==> config.mk <==
export PLATFORM = sky130hd
export DESIGN_NAME = mul8_iter
export DESIGN_NICKNAME = d
export VERILOG_FILES = /design/src/rtl/mul_pkg.sv /design/src/rtl/csa8.sv /design/src/rtl/mul8_iter.sv
export SDC_FILE = /design/constraint.sdc
export NUM_CORES = 1
export LEC_CHECK = 0
export CAP_MARGIN = 20
export CELL_PAD_IN_SITES_DETAIL_PLACEMENT = 2
export CELL_PAD_IN_SITES_GLOBAL_PLACEMENT = 2
export CORE_UTILIZATION = 29
export DETAILED_ROUTE_END_ITERATION = 12
export HOLD_SLACK_MARGIN = 0.15
export PLACE_DENSITY = 0.75
export SLEW_MARGIN = 20
export SYNTH_ARGS = -nofsm -noshare
export SYNTH_HDL_FRONTEND = slang
export SYNTH_HIERARCHICAL = 1
export SYNTH_SLANG_ARGS = --single-unit
==> constraint.sdc <==
create_clock -name clk -period 2.55 [get_ports clk]
set_clock_uncertainty 0.15 [all_clocks]
set_input_delay 0.3825 -clock clk [delete_from_list [all_inputs] [get_ports clk]]
set_output_delay 0.3825 -clock clk [all_outputs]
set_load 0.05 [all_outputs]
==> src/rtl/mul_pkg.sv <==
// Shared definitions for the iterative multiplier: FSM encoding and datapath widths.
package mul_pkg;

  typedef enum logic [1:0] {
    IDLE = 2'd0,
    RUN  = 2'd1,
    DONE = 2'd2
  } state_e;

  localparam int MUL_W  = 8;
  localparam int PROD_W = 16;
  localparam int CNT_W  = 4;

endpackage

==> src/rtl/csa8.sv <==
// 8-bit carry-select adder: ripple low nibble, high nibble precomputed for both carries.
module csa8
  import mul_pkg::*;
(
  input  logic [MUL_W-1:0] a,
  input  logic [MUL_W-1:0] b,
  input  logic             cin,
  output logic [MUL_W-1:0] sum,
  output logic             cout,
  output logic             ovf
);

  logic [4:0] lo;
  logic [4:0] hi0;
  logic [4:0] hi1;

  always_comb begin
    lo  = {1'b0, a[3:0]} + {1'b0, b[3:0]} + {4'b0000, cin};
    hi0 = {1'b0, a[7:4]} + {1'b0, b[7:4]};
    hi1 = {1'b0, a[7:4]} + {1'b0, b[7:4]} + 5'd1;
    // Low-nibble carry picks which precomputed high half to use.
    if (lo[4]) begin
      sum  = {hi1[3:0], lo[3:0]};
      cout = hi1[4];
    end else begin
      sum  = {hi0[3:0], lo[3:0]};
      cout = hi0[4];
    end
    ovf = (a[7] == b[7]) && (sum[7] != a[7]);
  end

endmodule

==> src/rtl/mul8_iter.sv <==
// Iterative 8x8 unsigned shift-add multiplier with start/busy/done handshake.
// One csa8 add per RUN cycle; optional early exit once the multiplier bits run out.
module mul8_iter
  import mul_pkg::*;
#(
  parameter bit EARLY_EXIT = 1'b0
) (
  input  logic              clk,
  input  logic              rst,
  input  logic              start,
  input  logic [MUL_W-1:0]  mcand,
  input  logic [MUL_W-1:0]  mplier,
  output logic              busy,
  output logic              done,
  output logic [PROD_W-1:0] product
);

  state_e            state_q;
  logic [MUL_W-1:0]  acc_hi_q;
  logic [MUL_W-1:0]  acc_lo_q;
  logic [MUL_W-1:0]  mq_q;
  logic [MUL_W-1:0]  mc_q;
  logic [CNT_W-1:0]  cnt_q;
  logic              busy_q;
  logic              done_q;
  logic [PROD_W-1:0] product_q;

  logic [MUL_W-1:0]  add_b;
  logic [MUL_W-1:0]  add_sum;
  logic              add_cout;
  logic              add_ovf_unused;
  logic              skip;
  logic              last;
  logic [CNT_W-1:0]  shamt;
  logic [PROD_W-1:0] acc_d;

  csa8 u_add (
    .a    (acc_hi_q),
    .b    (add_b),
    .cin  (1'b0),
    .sum  (add_sum),
    .cout (add_cout),
    .ovf  (add_ovf_unused)
  );

  always_comb begin
    add_b = acc_lo_q[0] ? mc_q : '0;
    skip  = EARLY_EXIT && (mq_q == '0);
    shamt = CNT_W'(MUL_W) - cnt_q;
    // Adder carry becomes the new MSB; early exit collapses the remaining shifts.
    if (skip) begin
      acc_d = {acc_hi_q, acc_lo_q} >> shamt;
    end else begin
      acc_d = {add_cout, add_sum, acc_lo_q[MUL_W-1:1]};
    end
    last = skip || (cnt_q == CNT_W'(MUL_W - 1));
  end

  always_ff @(posedge clk) begin
    if (rst) begin
      state_q   <= IDLE;
      acc_hi_q  <= '0;
      acc_lo_q  <= '0;
      mq_q      <= '0;
      mc_q      <= '0;
      cnt_q     <= '0;
      busy_q    <= 1'b0;
      done_q    <= 1'b0;
      product_q <= '0;
    end else begin
      case (state_q)
        IDLE, DONE: begin
          done_q <= 1'b0;
          if (start) begin
            acc_hi_q <= '0;
            acc_lo_q <= mplier;
            mq_q     <= mplier;
            mc_q     <= mcand;
            cnt_q    <= '0;
            busy_q   <= 1'b1;
            state_q  <= RUN;
          end else begin
            busy_q  <= 1'b0;
            state_q <= IDLE;
          end
        end
        RUN: begin
          {acc_hi_q, acc_lo_q} <= acc_d;
          mq_q  <= mq_q >> 1;
          cnt_q <= cnt_q + 1'b1;
          if (last) begin
            busy_q    <= 1'b0;
            done_q    <= 1'b1;
            product_q <= acc_d;
            state_q   <= DONE;
          end
        end
        default: begin
          busy_q  <= 1'b0;
          done_q  <= 1'b0;
          state_q <= IDLE;
        end
      endcase
    end
  end

  assign busy    = busy_q;
  assign done    = done_q;
  assign product = product_q;

endmodule

# Yosys cells after proc, flatten, opt, wreduce, memory -nomap -nowiden
# Cells that the tools add are included.
# W data, S select, Z words.
op_classes:
  addsub: 4
  mul: 0
  div_mod_pow: 0
  order_cmp: 0
  n_eq_ne: 5
  n_shift: 0
  muxes: 15
  n_bitwise: 1
  reduce_logical: 7
ops:
  columns: ["cell", "count"]
  rows:
  - ["$mux W8", 4]
  - ["$pmux W8 S2", 2]
  - ["$add A4 B4 Y5", 2]
  - ["$pmux W4 S2", 1]
  - ["$reduce_and A2 Y1", 3]
  - ["$add A5 B1 Y5 const B", 1]
  - ["$add A4 B1 Y4 const B", 1]
  - ["$eq A4 B3 Y1 const B", 1]
  - ["$mux W1", 4]
  - ["$mux W4", 1]
  - ["$ne A2 B2 Y1 const B", 2]
  - ["$pmux W2 S2", 1]
  - ["$reduce_or A2 Y1", 2]
  - ["$eq A2 B1 Y1 const B", 1]
  - ["$eq A2 B2 Y1 const B", 1]
  - ["$logic_not A2 Y1", 1]
  - ["$mux W2", 1]
  - ["$pmux W1 S2", 1]
  - ["$reduce_bool A2 Y1", 1]
  - ["$not A1 Y1", 1]
totals:
  register_bits: 48
  latchBits: 0
  ram_bits: 0
  rom_bits: 0
  input_bits: 19
  output_inout_bits: 18
  mem_count: 0

# Depth between registers and ports, before layout
logic_depth:
  depth_word: 5
  ltp_mapped: 11

# Modules after synthesis
# The synthesis kept the hierarchy.
by_module_without_submodules:
  columns: ["module", "instances", "cells_per_inst", "area_per_inst_um2"]
  rows:
  - ["mul8_iter", 1, 204, 1856.8]
  - ["csa8", 1, 43, 385.4]

# Worst setup path before layout
# No wires, ideal clock.
synth_timing:
  path_type: "reg-to-reg"
  from: "register acc_lo_q[0]"
  to: "register acc_hi_q[4]"
  arrival_ps: 2246
  slack_ps: 38
  path_stages_with_launch: 10
  path_buffers: 0
  synth_period_minus_slack_ps: 2512
  path_cell_list: "dfxtp_1 and2_1 inv_1 fa_1 fa_1 nor2b_1 o21a_1 or2_4 mux2_4 a22o_1"
synth_between:
  word_cells_on_any_way: 6
  cone_classes: "add/sub: 3; mux: 3"
synth_lines:
  columns: ["item", "line", "rtl"]
  rows:
  - ["start, declared", "mul8_iter.sv:20", "logic [MUL_W-1:0] acc_lo_q;"]
  - ["start signal, assigned", "mul8_iter.sv:76", "acc_lo_q <= mplier;"]
  - ["$mux W8", "mul8_iter.sv:47", "add_b = acc_lo_q[0] ? mc_q : '0;"]
  - ["net add_b[0]", "mul8_iter.sv:28", "logic [MUL_W-1:0] add_b;"]
  - ["$add A4 B4 Y5", "csa8.sv:18", "lo = {1'b0, a[3:0]} + {1'b0, b[3:0]} + {4'b0000, cin};"]
  - ["$mux W8", "csa8.sv:22", "if (lo[4]) begin"]
  - ["net add_sum[5]", "mul8_iter.sv:29", "logic [MUL_W-1:0] add_sum;"]
  - ["$pmux W8 S2", "mul8_iter.sv:71", "case (state_q)"]
  - ["end signal, assigned", "mul8_iter.sv:62", "acc_hi_q <= '0;"]
  - ["end signal, assigned", "mul8_iter.sv:75", "acc_hi_q <= '0;"]
  - ["end signal, assigned", "mul8_iter.sv:88", "{acc_hi_q, acc_lo_q} <= acc_d;"]
  - ["end, declared", "mul8_iter.sv:19", "logic [MUL_W-1:0] acc_hi_q;"]
# The timed path passes the listed nets, and every way through them passes these cells.
# A chain may end at the register's enable or synchronous reset.

# Final worst setup path
layout_timing:
  from: "register acc_lo_q[0]"
  to: "register product_q[15], in the netlist product[15]"
layout_between:
  word_cells_on_any_way: 5
  cone_classes: "add/sub: 3; mux: 2"
layout_lines:
  columns: ["item", "line", "rtl"]
  rows:
  - ["$mux W8", "mul8_iter.sv:47", null]
  - ["net add_b[0]", "mul8_iter.sv:28", null]
  - ["$add A4 B4 Y5", "csa8.sv:18", null]
  - ["$mux W1", "csa8.sv:22", null]
  - ["net add_cout", "mul8_iter.sv:30", "logic add_cout;"]
  - ["end signal, assigned", "mul8_iter.sv:69", "product_q <= '0;"]
  - ["end signal, assigned", "mul8_iter.sv:94", "product_q <= acc_d;"]
  - ["end, declared", "mul8_iter.sv:26", "logic [PROD_W-1:0] product_q;"]
# The timed path passes the listed nets, and every way through them passes these cells.

==> results.yml <==
sta:
  hold_slack_ns: 0.309
  rsz0062_at_grt: "true"
  maxSlewViolCount: 0
  max_freq_mhz: 401
  finalHoldViolations: 0
  relSlewSlack_pct: 52.3
  period_share_pct: 97.9
  finalSetupViolations: 0
  tightestPinTransition_ns: 0.715
  period_needed_ns: 2.50
clock_tree:
  path_clk_slew_ns: 0.10
  postCtsHoldBufs: 0
  clk_latency_ns: 0.31
  cts_sinks: 48
  h-tree-depth: 2
  numCtsBuffers: 5
  clockBufferDepth: 2
  cts_tree: "done"
  root_buffer: "clkbuf_8"
cells_and_area:
  fillerInstances: 814
  antenna_cells: 0
  nets: 313
  stdcell_count: 382
  drive_above_1_share_pct: 14.1
  area_growth_pct: 27.8
worst_setup_path:
  required_ns: 2.64
  r2r-start: "acc_lo_q[0]"
  crit_fanout: 4
  arrival_ns: 2.58
  worstSetupPathType: "reg -> reg"
  start_kind: "flip-flop"
  cp-end-kind: "flip-flop"
  crit_start: "acc_lo_q[0]"
routing:
  drc: 0
  final_antenna_net_count: 0
  vias_per_cell: 5.05
  routed_wl_um: 6310
  first_iter_violations: 84
  vias: 1931
  drtPass1Iterations: 4
  post_drt_wl_per_cell_um: 16.5
placement:
  hpwl_um: 4460
  portBuffers: 36
  dp.cells: 372
  place_congestion: 0.758
global_route:
  grt_use_total_pct: 17.0
  grt_max_degree: 31
  grt_pass1_wl_um: 10300
  grt_pass1_vias: 2067
  gr-total-overflow: 0
  antenna_found_initial: 0
power_and_ir_drop:
  power_mw: 1.45
  p_per_area_nw_per_um2: 511
  power_leakage_nw: 1.07
  ir_drop_mv: 0.195
floorplan:
  pin_count: 37
  placementRows: 31
  core_area_um2: 7330
  die_area_um2: 8010
  start_util_pct: 30.3
  die_h_um: 89.5
  die_w_um: 89.5
worst_hold_path:
  worstHoldStart: "mc_q[5]"
  hold_path.class: "reg -> reg"
logic_synthesis:
  yosys_warnings: 6
  avgSynthCellArea_um2: 9.10
  synthesis.area_um2: 2220
  synthCells: 244
  synth_nets: 275
outcome:
  outcome: "completed"
flow_run:
  cap_violations: 0
-- power breakdown --
part           internal, mW  total (mW)  switching (mW)
Combinational        0.0674       0.166          0.0985
Clock                 0.220       0.497           0.277
Sequential            0.772       0.787          0.0150
-- worst paths after layout --
path,to,slack (ns),cells after the start
worst max-delay path,product[15],0.05,11
worst min-delay path,mc_q[5],0.31,2
worst max register to register,product[15],0.05,11
worst min register to register,mc_q[5],0.31,2
-- placed cells by master (no fill, tap or decap), drive strengths merged, types with 2 or more instances in the layout --
master and count:
nor3 2, o21ai 16, ha 9, xor2 3
nand4 2, mux2 3, xnor2 5, o21a 2
clkinvlp 2, nor2 3, inv 8, a21o 3
clkbuf 6, a21oi 39, clkdlybuf4s50 36, nor2b 2
nand2 17, fa 3, nand3 26, a22o 9
a22oi 8, buf 12, dfxtp 48, nand2b 3
and2 8
-- routing by layer --
layer	share of wire, %	vias up	global-route usage, %
li1	-	931	-
met1	46	965	21.5
met2	50	27	30.6
met3	2.2	8	2.77
met4	1.1	0	3.61
met5	0	-	0
-- registers in the layout, indices dropped and copies added (netlist names) --
name,cells
acc_hi_q,8
acc_lo_q,8
busy,1
cnt_q,4
done,1
mc_q,8
product,16
state_q,2
-- layout make-up --
class | instances | area, µm² | area share, %
multi-input combinational | 171 | 1170 | 41.3
sequential | 48 | 963 | 34.0
inverter | 8 | 30.0 | 1.06
tap | 99 | 124 | 4.37
clock inverter | 2 | 15.0 | 0.529
timing repair buffer | 48 | 450 | 15.9
clock buffer | 6 | 82.6 | 2.91
-- what timing repair did --
item / CTS / global route
resized for setup: 2 / 9
setup endpoints to repair: 5 / 6
pin swaps: 1 / 8
cloned: 0 / 0
buffers inserted: 0 / 2
-- metrics by stage --
step | setup TNS [ns] | worst slack, ns | util, % | instance area (µm²)
final | 0 | 0.0534 | 38.7 | 2840
after global routing | -0.0816 | -0.0770 | 38.7 | 2840
after CTS | 0 | 0.000372 | 38.1 | 2790
after detailed placement | 0 | 0.00149 | 36.6 | 2690
after global placement | 0 | 0.0553 | 36.6 | 2690
after floorplan | 0 | 0.0376 | - | 2220
-- critical path, stage by stage (launching register included) --
cell and delay (ns):
dfxtp_2 0.35, and2_4 0.14, inv_2 0.04, fa_2 0.36, fa_2 0.37, nor2b_1 0.11
o21a_1 0.17, or2_4 0.15, nand4_1 0.09, xor2_1 0.22, nand3_1 0.12, a21oi_2 0.16
(Power assumes the default switching activity.)
